### src/rtl/i2s_tx.sv
// I2S master transmitter: divides in_mclk into sclk/fclk and shifts left/right samples out MSB-first.
// Latency: a pair strobed >= 1 cycle before a frame start puts its left MSB on out_dout one sclk period after fclk falls.
// Backpressure: one-entry holding buffer; out_frame_ready low while full, extra strobes are dropped and flagged.
//
// Ports:
//   in_mclk, in_reset                 sole clock (rising edge) and async active-high reset
//   in_frame_left/right/strobe        sample pair write into the holding buffer
//   out_frame_ready                   holding buffer empty
//   out_sclk, out_fclk, out_dout      I2S bit clock, word clock (0 = left), serial data
//   out_frame_start, out_underflow,   one-cycle pulses: frame start, frame started with empty buffer,
//   out_overrun                       strobe dropped because the buffer was full
module i2s_tx #(
  parameter int G_BITS      = 16,
  parameter int G_SLOT_BITS = 32,
  parameter int G_MCLK_DIV  = 4
) (
  input  logic              in_mclk,
  input  logic              in_reset,
  input  logic [G_BITS-1:0] in_frame_left,
  input  logic [G_BITS-1:0] in_frame_right,
  input  logic              in_frame_strobe,
  output logic              out_frame_ready,
  output logic              out_sclk,
  output logic              out_fclk,
  output logic              out_dout,
  output logic              out_frame_start,
  output logic              out_underflow,
  output logic              out_overrun
);

  localparam int FRAME_BITS = 2 * G_SLOT_BITS;
  localparam int DIV_W      = (G_MCLK_DIV > 2) ? $clog2(G_MCLK_DIV) : 1;
  localparam int BIT_W      = $clog2(FRAME_BITS);

  localparam logic [DIV_W-1:0] DIV_HALF = DIV_W'(G_MCLK_DIV / 2 - 1);
  localparam logic [DIV_W-1:0] DIV_LAST = DIV_W'(G_MCLK_DIV - 1);
  localparam logic [BIT_W-1:0] BIT_LAST = BIT_W'(FRAME_BITS - 1);
  localparam logic [BIT_W-1:0] SLOT     = BIT_W'(G_SLOT_BITS);
  localparam logic [BIT_W-1:0] DATA_END = BIT_W'(G_BITS);

  logic [DIV_W-1:0]  div_cnt;
  logic [BIT_W-1:0]  bit_cnt;
  logic              buf_full;
  logic [G_BITS-1:0] buf_left;
  logic [G_BITS-1:0] buf_right;
  logic [G_BITS-1:0] sr_left;
  logic [G_BITS-1:0] sr_right;

  logic              fall_evt;
  logic              frame_evt;
  logic [BIT_W-1:0]  bit_nxt;
  logic [BIT_W-1:0]  k_nxt;
  logic              slot_nxt;
  logic              data_bit;

  // Everything is decided on the value bit_cnt is about to take, so the
  // registered fclk/dout line up with the new bit at the sclk falling edge.
  always_comb begin
    fall_evt  = (div_cnt == DIV_LAST);
    bit_nxt   = (bit_cnt == BIT_LAST) ? '0 : bit_cnt + BIT_W'(1);
    slot_nxt  = (bit_nxt >= SLOT);
    k_nxt     = slot_nxt ? (bit_nxt - SLOT) : bit_nxt;
    frame_evt = fall_evt && (bit_nxt == '0);
    // k=0 is the I2S one-bit delay slot; bits past G_BITS pad with zero.
    data_bit  = (k_nxt != '0) && (k_nxt <= DATA_END);
  end

  always_ff @(posedge in_mclk or posedge in_reset) begin
    if (in_reset) begin
      div_cnt         <= '0;
      bit_cnt         <= BIT_LAST;
      buf_full        <= 1'b0;
      buf_left        <= '0;
      buf_right       <= '0;
      sr_left         <= '0;
      sr_right        <= '0;
      out_sclk        <= 1'b0;
      out_fclk        <= 1'b1;
      out_dout        <= 1'b0;
      out_frame_ready <= 1'b1;
      out_frame_start <= 1'b0;
      out_underflow   <= 1'b0;
      out_overrun     <= 1'b0;
    end else begin
      out_frame_start <= 1'b0;
      out_underflow   <= 1'b0;
      out_overrun     <= 1'b0;

      div_cnt <= fall_evt ? '0 : div_cnt + DIV_W'(1);
      if (div_cnt == DIV_HALF) begin
        out_sclk <= 1'b1;
      end

      if (fall_evt) begin
        out_sclk <= 1'b0;
        bit_cnt  <= bit_nxt;
        out_fclk <= slot_nxt;
        out_dout <= 1'b0;
        if (frame_evt) begin
          out_frame_start <= 1'b1;
          if (buf_full) begin
            sr_left  <= buf_left;
            sr_right <= buf_right;
          end else begin
            // Nothing queued: send a silent frame and flag it.
            sr_left       <= '0;
            sr_right      <= '0;
            out_underflow <= 1'b1;
          end
        end else if (data_bit) begin
          if (slot_nxt) begin
            out_dout <= sr_right[G_BITS-1];
            sr_right <= sr_right << 1;
          end else begin
            out_dout <= sr_left[G_BITS-1];
            sr_left  <= sr_left << 1;
          end
        end
      end

      // A frame-start load frees the buffer in the same cycle, so a
      // coincident strobe refills it instead of being counted as overrun.
      if (in_frame_strobe && (!buf_full || frame_evt)) begin
        buf_left        <= in_frame_left;
        buf_right       <= in_frame_right;
        buf_full        <= 1'b1;
        out_frame_ready <= 1'b0;
      end else if (in_frame_strobe) begin
        out_overrun <= 1'b1;
      end else if (frame_evt) begin
        buf_full        <= 1'b0;
        out_frame_ready <= 1'b1;
      end
    end
  end

endmodule

### config.mk
export PLATFORM = sky130hd
export DESIGN_NAME = i2s_tx
export DESIGN_NICKNAME = d
export VERILOG_FILES = /design/src/rtl/i2s_tx.sv
export SDC_FILE = /design/constraint.sdc
export NUM_CORES = 1
export LEC_CHECK = 0
export BUFFER_PORTS_ARGS = -buffer_cell sky130_fd_sc_hd__clkbuf_2
export CORE_MARGIN = 5
export CORE_UTILIZATION = 60
export DETAILED_ROUTE_END_ITERATION = 12
export HOLD_SLACK_MARGIN = 0.06
export PLACE_DENSITY = 0.85
export RECOVER_POWER = 100
export SLEW_MARGIN = 20
export SYNTH_ARGS = -nofsm -noshare
export SYNTH_HDL_FRONTEND = slang
export SYNTH_SLANG_ARGS = --single-unit
### constraint.sdc
create_clock -name in_mclk -period 7 [get_ports in_mclk]
set_clock_uncertainty 0.1 [all_clocks]
set_input_delay 0.7 -clock in_mclk [delete_from_list [all_inputs] [get_ports in_mclk]]
set_output_delay 0.7 -clock in_mclk [all_outputs]
set_load 0.01 [all_outputs]
==> metrics.md, run 1 <==
| Metric | Value |
|---|---|
| Status | `finished with violations` |
| Violations in the final reports | `max-capacitance violations, max-slew violations` |
| Unrepaired setup endpoints after global routing | `false` |
| Data arrival, critical path | `4.91 ns` |
| Number of clock sinks | `80` |
| Chip Height | `90.14 um` |
| Final critical-path required period | `4.772 ns` |
| Power density normalized to cell area | `200.3 nW/um^2` |
| Count of filler cells inserted in the layout | `489` |
| Total I/O pin count | `42` |
| Wire length of the first global-routing pass | `12.23 mm` |
| Highest-delay cell along the critical path | `sky130_fd_sc_hd__a211oi_1` |
| Pins Over Slew Limit | `81` |
| Cells on worst reg2reg path | `8` |
| Cell area after synthesis | `3854 um^2` |
| Count of cells resized by post-cts repair | `0` |
| Starting density of the core | `0.6104` |
| Rows | `29` |
| Cell types with the largest area share after synthesis | `sky130_fd_sc_hd__dfrtp_1 (47%), sky130_fd_sc_hd__mux2_1 (9.9%), sky130_fd_sc_hd__mux2i_1 (5.7%)` |
| Initial antenna violation count | `0` |
| ANT nets after route | `0` |
| Setup Buffers After CTS | `0` |
| Most frequent cells in the layout | `sky130_fd_sc_hd__dfrtp_1 (72), sky130_fd_sc_hd__mux2_1 (34), sky130_fd_sc_hd__inv_1 (33), sky130_fd_sc_hd__clkbuf_2 (33)` |
| Endpoint of the worst register-to-register path | `buf_left[15]` |
| Number of levels in the clock H-tree | `3` |
| Sort of element at the end of the critical path | `flip-flop` |
| Clock tree from TritonCTS | `done` |
| Number of global-route vias before repair | `2593` |
| Final count of negative-setup-slack endpoints | `0` |
| Die Wd | `90.14 um` |
| First drt pass iteration count | `4` |
| Synth Net Count | `370` |
| Post-route clock period utilization | `0.6817` |
| Slack of the worst reg-to-reg path | `2.23 ns` |
| Leakage power | `1.922 nW` |
| Via density per instance | `5.659` |
| Post-synthesis average cell area | `11.64 um^2` |
| Max Clk Rate | `0.2096 GHz` |
| Min-Delay Endpoint | `div_cnt[0]` |
| Die Area | `8125 um^2` |
| Count of yosys warnings during synthesis | `0` |
| Fraction of registers with async set/reset | `1.000` |
| Residual DRC | `0` |
| Critical path cell sequence | `ha_1, and2_0, nand4b_1, a211oi_1, clkbuf_1, o21a_1, buf_4, mux2_1` |
| Type of the tightest min-delay check | `reg2reg` |
| Proportion of netlist area held by the largest area contributor | `0.4675` |
| Max stage delay on crit path | `1.13 ns` |
| Netlist cell types | `51` |
| Data required time at the worst endpoint | `7.14 ns` |
| Most frequent standard cell in the layout excluding fill and tap cells | `sky130_fd_sc_hd__dfrtp_1` |
| Via count of the routed design | `2541` |
| Diodes inserted | `0` |
| Final weighted congestion in routability-driven placement | `0.8708` |
| Top_reg_cell synth | `sky130_fd_sc_hd__dfrtp_1` |
| Share of final-layout standard cells stronger than drive strength 1 | `0.1882` |
| Startpoint type of the worst setup path | `flip-flop` |
| Setup Crit Path Kind | `reg2reg` |
| Worst-margin pin slew | `3.124 ns` |
| Maximum clock path buffer count | `2` |
| Area occupied by registers | `2012 um^2` |
| CTS clock-pin slew for the worst setup and hold paths | `0.08 ns` |
| Number of enable flip-flop cells after synthesis | `0` |
| Number of I/O port buffers | `41` |
| CP Max Fanout | `33` |
| Area growth from synthesis to layout | `9.805%` |
| Gate count of the mapped netlist | `331` |
| Routed length per instance | `15.40 um` |
| Number of max-capacitance violations reported | `2` |
| Post-route total power | `0.8475 mW` |
| Fin Setup TNS | `0 ns` |
| Worst vdd ir | `134.8 uV` |
| Number of buffers inserted for hold repair after clock tree synthesis | `0` |
| TritonCTS buffer count | `9` |
| Library cell used as clock root buffer | `sky130_fd_sc_hd__clkbuf_8` |
| Largest net degree at the start of global routing | `81` |
| Global routing usage summed across all routing layers | `0.1807` |
| Final Routed Wirelength | `6.916 mm` |
| Final net count | `406` |
| Worst-case headroom to the max-slew limit | `-1.083` |
| Cell taking the most area after synthesis | `sky130_fd_sc_hd__dfrtp_1` |
| Hold path startpoint | `div_cnt[0]` |
| Total core area | `6314 um^2` |
| Sequential fraction of the synthesis area | `0.5221` |
| Final hold viol count | `0` |
| Drt initial violations | `133` |
| Clock latency reported for the late side of the worst-skew pair | `0.35 ns` |
| Register bit total from synthesis | `80` |
| Overflow left after global routing | `0` |
| Area of combinational cells with multiple inputs | `1562 um^2` |
| Sum of net half-perimeters after detailed placement | `4.548 mm` |
| Critical R2R Launch | `bit_cnt[0]` |
| Hold depth | `1` |
state kept, by name, indices dropped and copies added, names as in the netlist, 2 cells and up:
register	flops
sr_left	16
sr_right	16
div_cnt	2
buf_left	16
bit_cnt	6
buf_right	16
power by group:
part | switching (mW) | leakage, nW | internal (mW) | total [mW]
registers | 0.0000733 | 1.08 | 0.462 | 0.462
logic | 0.0114 | 0.733 | 0.00729 | 0.0187
clock network | 0.167 | 0.110 | 0.200 | 0.367
stage by stage:
| stage | worst slack [ns] | utilization | hold slack (ns) | instances | cell area, um^2 |
|---|---|---|---|---|---|
| after global routing | 1.735 | 0.6702 | 0.3897 | 449 | 4232 |
| final | 2.228 | 0.6702 | 0.3672 | 449 | 4232 |
| after floorplan | 4.162 | - | 0.3305 | 331 | 3854 |
| after detailed placement | 3.135 | 0.6409 | 0.3606 | 431 | 4046 |
| after CTS | 3.120 | 0.6744 | 0.3760 | 447 | 4258 |
| after global placement | 3.270 | 0.6409 | 0.3457 | 431 | 4046 |
worst max-delay path: cells and delay by family, from the launching register on:
family,cells,cell delay (ns)
buffers and inverters,2,1.07
adders and majority gates,1,0.42
and+or+nand+nor,2,0.62
DFF,1,0.72
AOI/OAI and AO/OA,2,1.31
muxes,1,0.37
layout make-up:
type / instances / share of cell area
sequential: 80 / 0.4755
multi-input combinational: 196 / 0.3690
timing repair buffer: 46 / 0.05234
inverter: 34 / 0.03046
clock buffer: 10 / 0.03016
tap: 77 / 0.02277
clock inverter: 6 / 0.01981
logic make-up after synthesis:
kind of cell | after synthesis | share of synthesized area
simple gates | 58 | 0.07890
flops | 80 | 0.5221
fa+ha+maj | 4 | 0.01299
buf+inv | 55 | 0.06948
mux | 63 | 0.1769
compound gates | 68 | 0.1309
xor+xnor | 3 | 0.008768
worst max path at each step:
stage               startpoint       endpoint  slack [ns]
finish              bit_cnt[0]   buf_left[15]        2.23
global route        bit_cnt[0]    sr_left[10]        1.73
CTS                 bit_cnt[0]  buf_right[15]        3.12
detailed placement  bit_cnt[0]  buf_right[13]        3.13
global placement    bit_cnt[0]   buf_left[10]        3.27
floorplan             in_reset       buf_full        4.16
cells in the mapped netlist (2+ instances only):
library cell	count
sky130_fd_sc_hd__and2_1	10
sky130_fd_sc_hd__clkbuf_1	5
sky130_fd_sc_hd__mux2_2	7
sky130_fd_sc_hd__nor3_1	2
sky130_fd_sc_hd__ha_1	4
sky130_fd_sc_hd__xnor2_1	2
sky130_fd_sc_hd__buf_4	4
sky130_fd_sc_hd__buf_2	7
sky130_fd_sc_hd__dfstp_2	8
sky130_fd_sc_hd__nand3_1	7
sky130_fd_sc_hd__o21a_1	3
sky130_fd_sc_hd__a21oi_1	9
sky130_fd_sc_hd__a22oi_1	15
sky130_fd_sc_hd__o21ai_1	2
sky130_fd_sc_hd__nor2_1	12
sky130_fd_sc_hd__buf_6	5
sky130_fd_sc_hd__nand4_1	2
sky130_fd_sc_hd__mux2i_1	22
sky130_fd_sc_hd__o21ai_0	20
sky130_fd_sc_hd__nand4b_1	2
sky130_fd_sc_hd__o211ai_1	2
sky130_fd_sc_hd__nand3b_1	2
sky130_fd_sc_hd__nand2_1	13
sky130_fd_sc_hd__nor3b_1	2
sky130_fd_sc_hd__inv_1	34
sky130_fd_sc_hd__dfrtp_1	72
sky130_fd_sc_hd__mux2_1	34
layer usage:
metal  global-route usage  part of all wire  up-vias
li1                     -                 -     1224
met1               0.2529              0.46     1245
met2               0.2744              0.48       63
met3              0.04674             0.051        9
met4              0.06079             0.013        0
met5                    0                 0        -
(Power assumes the default switching activity.)
==> run 2, diff against run 1 <==
--- a/config.mk
+++ b/config.mk
@@ -5,12 +5,13 @@
 export SDC_FILE = /design/constraint.sdc
 export NUM_CORES = 1
 export LEC_CHECK = 0
+export ABC_AREA = 1
 export BUFFER_PORTS_ARGS = -buffer_cell sky130_fd_sc_hd__clkbuf_2
 export CORE_MARGIN = 5
-export CORE_UTILIZATION = 60
+export CORE_UTILIZATION = 53
 export DETAILED_ROUTE_END_ITERATION = 12
 export HOLD_SLACK_MARGIN = 0.06
-export PLACE_DENSITY = 0.85
+export PLACE_DENSITY = 0.8
 export RECOVER_POWER = 100
 export SLEW_MARGIN = 20
 export SYNTH_ARGS = -nofsm -noshare
==> constraint.sdc (replaced) <==
create_clock -name in_mclk -period 4.17 [get_ports in_mclk]
set_clock_uncertainty 0.1 [all_clocks]
set_input_delay 0.417 -clock in_mclk [delete_from_list [all_inputs] [get_ports in_mclk]]
set_output_delay 0.417 -clock in_mclk [all_outputs]
set_load 0.01 [all_outputs]
==> run 2 against run 1 <==
  * The run still ends with max-capacitance violations, max-slew violations left
  * Total power up 53%
  * Via count is 24% higher
  * Flip-flop and latch count did not move
  * Final cell count grew 34%
  * Setup slack worse by 1.4 ns
  * Sequential share of layout area rose by 0.89 points
  * Clock power up 32%
  * Critical path depth grew 2
  * Largest cell class unchanged
  * Routed wire length grew 11%
  * Synthesized cell count grew 42%
  * Highest routed layer unchanged
==> metrics.md, run 2 <==
| Metric | Value |
|---|---|
| Status | `finished with violations (unchanged)` |
| Violations in the final reports | `max-capacitance violations, max-slew violations (unchanged)` |
| Worst-case headroom to the max-slew limit | `-0.4806 (was -1.083)` |
| Library cell used as clock root buffer | `sky130_fd_sc_hd__clkbuf_8 (unchanged)` |
| Sort of element at the end of the critical path | `flip-flop (unchanged)` |
| Total I/O pin count | `42 (unchanged)` |
| Number of enable flip-flop cells after synthesis | `0 (unchanged)` |
| Type of the tightest min-delay check | `in2reg (was reg2reg)` |
| Cell types with the largest area share after synthesis | `sky130_fd_sc_hd__dfrtp_1 (47%), sky130_fd_sc_hd__nand2_1 (18%), sky130_fd_sc_hd__nand3_1 (11%) (was sky130_fd_sc_hd__dfrtp_1 (47%), sky130_fd_sc_hd__mux2_1 (9.9%), sky130_fd_sc_hd__mux2i_1 (5.7%))` |
| Overflow left after global routing | `0 (unchanged)` |
| Clock tree from TritonCTS | `done (unchanged)` |
| Wire length of the first global-routing pass | `13.02 mm (was 12.23 mm)` |
| First drt pass iteration count | `5 (was 4)` |
| Sequential fraction of the synthesis area | `0.5264 (was 0.5221)` |
| Cell area after synthesis | `3822 um^2 (was 3854 um^2)` |
| Routed length per instance | `12.71 um (was 15.40 um)` |
| Setup Buffers After CTS | `0 (unchanged)` |
| Startpoint type of the worst setup path | `flip-flop (unchanged)` |
| Area occupied by registers | `2012 um^2 (unchanged)` |
| Register bit total from synthesis | `80 (unchanged)` |
| Final critical-path required period | `3.313 ns (was 4.772 ns)` |
| Number of clock sinks | `80 (unchanged)` |
| Most common cell in the synthesized netlist | `sky130_fd_sc_hd__nand2_1 (was sky130_fd_sc_hd__dfrtp_1)` |
| Post-Layout Inst Area | `4154 um^2 (was 4232 um^2)` |
| Rows | `31 (was 29)` |
| Count of filler cells inserted in the layout | `661 (was 489)` |
| Number of levels in the clock H-tree | `3 (unchanged)` |
| Maximum clock path buffer count | `2 (unchanged)` |
| Via count of the routed design | `3150 (was 2541)` |
| Netlist cell types | `26 (was 51)` |
| Final core occ | `0.5820 (was 0.6702)` |
| Count of cells resized by post-cts repair | `0 (unchanged)` |
| Post-route total power | `1.296 mW (was 0.8475 mW)` |
| Final hold viol count | `0 (unchanged)` |
| Critical R2R Launch | `bit_cnt[1] (was bit_cnt[0])` |
| Final net count | `537 (was 406)` |
| Leakage power | `2.342 nW (was 1.922 nW)` |
| Pre-CTS setup slack | `1.295 ns (was 3.135 ns)` |
| Residual DRC | `0 (unchanged)` |
| Final weighted congestion in routability-driven placement | `0.8269 (was 0.8708)` |
| Die Area | `9011 um^2 (was 8125 um^2)` |
| Post-synthesis average cell area | `8.133 um^2 (was 11.64 um^2)` |
| Number of I/O port buffers | `41 (unchanged)` |
| Synth Net Count | `509 (was 370)` |
| Count of yosys warnings during synthesis | `0 (unchanged)` |
| Fin Setup TNS | `0 ns (unchanged)` |
| Global routing usage summed across all routing layers | `0.1821 (was 0.1807)` |
| Data arrival, critical path | `3.49 ns (was 4.91 ns)` |
| TritonCTS buffer count | `9 (unchanged)` |
| Largest net degree at the start of global routing | `52 (was 81)` |
| Number of global-route vias before repair | `2984 (was 2593)` |
| Gate count of the mapped netlist | `470 (was 331)` |
| Worst vdd ir | `259.3 uV (was 134.8 uV)` |
| Drt initial violations | `283 (was 133)` |
| Sum of net half-perimeters after detailed placement | `5.033 mm (was 4.548 mm)` |
| ANT nets after route | `0 (unchanged)` |
| Total core area | `7137 um^2 (was 6314 um^2)` |
| Unrepaired setup endpoints after global routing | `false (unchanged)` |
| Beginning of the critical path | `bit_cnt[1] (was bit_cnt[0])` |
| Post-route worst setup slack | `0.8573 ns (was 2.228 ns)` |
| Area of combinational cells with multiple inputs | `1524 um^2 (was 1562 um^2)` |
| Starting density of the core | `0.5356 (was 0.6104)` |
| Top_reg_cell synth | `sky130_fd_sc_hd__dfrtp_1 (unchanged)` |
| Most frequent standard cell in the layout excluding fill and tap cells | `sky130_fd_sc_hd__nand2_1 (was sky130_fd_sc_hd__dfrtp_1)` |
| Proportion of netlist area held by the largest area contributor | `0.4714 (was 0.4675)` |
| CTS clock-pin slew for the worst setup and hold paths | `0.08 ns (about the same)` |
| Number of max-capacitance violations reported | `2 (unchanged)` |
| Fraction of registers with async set/reset | `1.000 (unchanged)` |
| Power density normalized to cell area | `311.9 nW/um^2 (was 200.3 nW/um^2)` |
| Number of buffers inserted for hold repair after clock tree synthesis | `0 (unchanged)` |
| Post-route clock period utilization | `0.7944 (was 0.6817)` |
| Post-DP Area | `4024 um^2 (was 4046 um^2)` |
| Final count of negative-setup-slack endpoints | `0 (unchanged)` |
| Clock latency reported for the late side of the worst-skew pair | `0.34 ns (was 0.35 ns)` |
| Area growth from synthesis to layout | `8.674% (was 9.805%)` |
| Die Wd | `94.93 um (was 90.14 um)` |
| Most frequent cells in the layout | `sky130_fd_sc_hd__nand2_1 (181), sky130_fd_sc_hd__nand3_1 (81), sky130_fd_sc_hd__dfrtp_1 (72), sky130_fd_sc_hd__clkbuf_2 (34), sky130_fd_sc_hd__inv_1 (29) (was sky130_fd_sc_hd__dfrtp_1 (72), sky130_fd_sc_hd__mux2_1 (34), sky130_fd_sc_hd__inv_1 (33), sky130_fd_sc_hd__clkbuf_2 (33))` |
| Share of final-layout standard cells stronger than drive strength 1 | `0.1272 (was 0.1882)` |
| CP Max Fanout | `35 (was 33)` |
| Hold path startpoint | `in_frame_left[5] (was div_cnt[0])` |
| Setup Crit Path Kind | `reg2reg (unchanged)` |
| Final Routed Wirelength | `7.653 mm (was 6.916 mm)` |
| Cell taking the most area after synthesis | `sky130_fd_sc_hd__dfrtp_1 (unchanged)` |
| Worst-margin pin slew | `2.209 ns (was 3.124 ns)` |
| Chip Height | `94.93 um (was 90.14 um)` |
| Data required time at the worst endpoint | `4.34 ns (was 7.14 ns)` |
| List of most frequent post-synthesis cells | `sky130_fd_sc_hd__nand2_1 (180), sky130_fd_sc_hd__nand3_1 (81), sky130_fd_sc_hd__dfrtp_1 (72) (was sky130_fd_sc_hd__dfrtp_1 (72), sky130_fd_sc_hd__inv_1 (34), sky130_fd_sc_hd__mux2_1 (34))` |
| Max Clk Rate | `0.3019 GHz (was 0.2096 GHz)` |
| Via density per instance | `5.233 (was 5.659)` |
| Pins Over Slew Limit | `83 (was 81)` |
| Initial antenna violation count | `0 (unchanged)` |
| Diodes inserted | `0 (unchanged)` |
run 2: cell count changes after synthesis, sizes merged, moves of 15 or more:
cell | before | now
nand2 | 13 | 184
nand3 | 7 | 85
mux2 | 41 | 0
mux2i | 22 | 0
nand4 | 2 | 18
a22oi | 15 | 0
run 2: area by class of cell:
type | count | area share
multi-input combinational | 331 | 0.3669
clock inverter | 4 | 0.005422
timing repair buffer | 45 | 0.05271
tap | 99 | 0.02982
sequential | 80 | 0.4843
clock buffer | 12 | 0.03253
inverter | 31 | 0.02831
run 2: power breakdown:
| group | total [mW] | switching, mW | leakage [nW] | internal, mW |
|---|---|---|---|---|
| Clock | 0.484 | 0.270 | 0.0801 | 0.214 |
| Sequential | 0.776 | 0.000143 | 1.08 | 0.776 |
| Combinational | 0.0356 | 0.0238 | 1.18 | 0.0118 |
run 2: metal layers:
layer	global-route usage	routed length [um]	share of wire	vias to the layer above
met4	0.08774	141	0.018	0
met1	0.2356	3577	0.47	1483
met3	0.02789	354	0.046	11
met2	0.2995	3580	0.47	90
li1	-	-	-	1566
met5	0	0	0	-
run 2: through the flow:
step                hold slack [ns]  std cells
floorplan                    0.3305        470
global placement             0.3429        586
detailed placement           0.3514        586
CTS                          0.1858        602
global route                 0.1935        602
finish                       0.1960        602
run 2: critical path, cell delays in order (launching register included):
cell,delay (ns)
sky130_fd_sc_hd__dfstp_1,0.61
sky130_fd_sc_hd__ha_1,0.23
sky130_fd_sc_hd__nand2_1,0.10
sky130_fd_sc_hd__nor2_1,0.14
sky130_fd_sc_hd__inv_1,0.05
sky130_fd_sc_hd__nand2_1,0.15
sky130_fd_sc_hd__nand3_4,0.33
sky130_fd_sc_hd__o21ai_4,0.55
sky130_fd_sc_hd__clkbuf_1,0.64
sky130_fd_sc_hd__nand3_1,0.20
sky130_fd_sc_hd__nand2_1,0.12
run 2: logic make-up after synthesis:
family                     share of synthesized area
adders and majority gates                    0.01309
AOI/OAI and AO/OA                            0.03372
buffers and inverters                        0.07168
xor gates and xnor gates                    0.002292
DFF                                           0.5264
and+or+nand+nor                               0.3529
run 2: worst paths after layout:
path / end / slack, ns / cells after the start
min in group asynchronous: div_cnt[1] / 0.53 / 2
worst max register to register: buf_right[7] / 0.86 / 10
worst min-delay path: buf_left[5] / 0.20 / 3
worst max-delay path: buf_right[7] / 0.86 / 10
worst min register to register: div_cnt[0] / 0.36 / 1
max in group asynchronous: buf_right[0] / 1.30 / 3
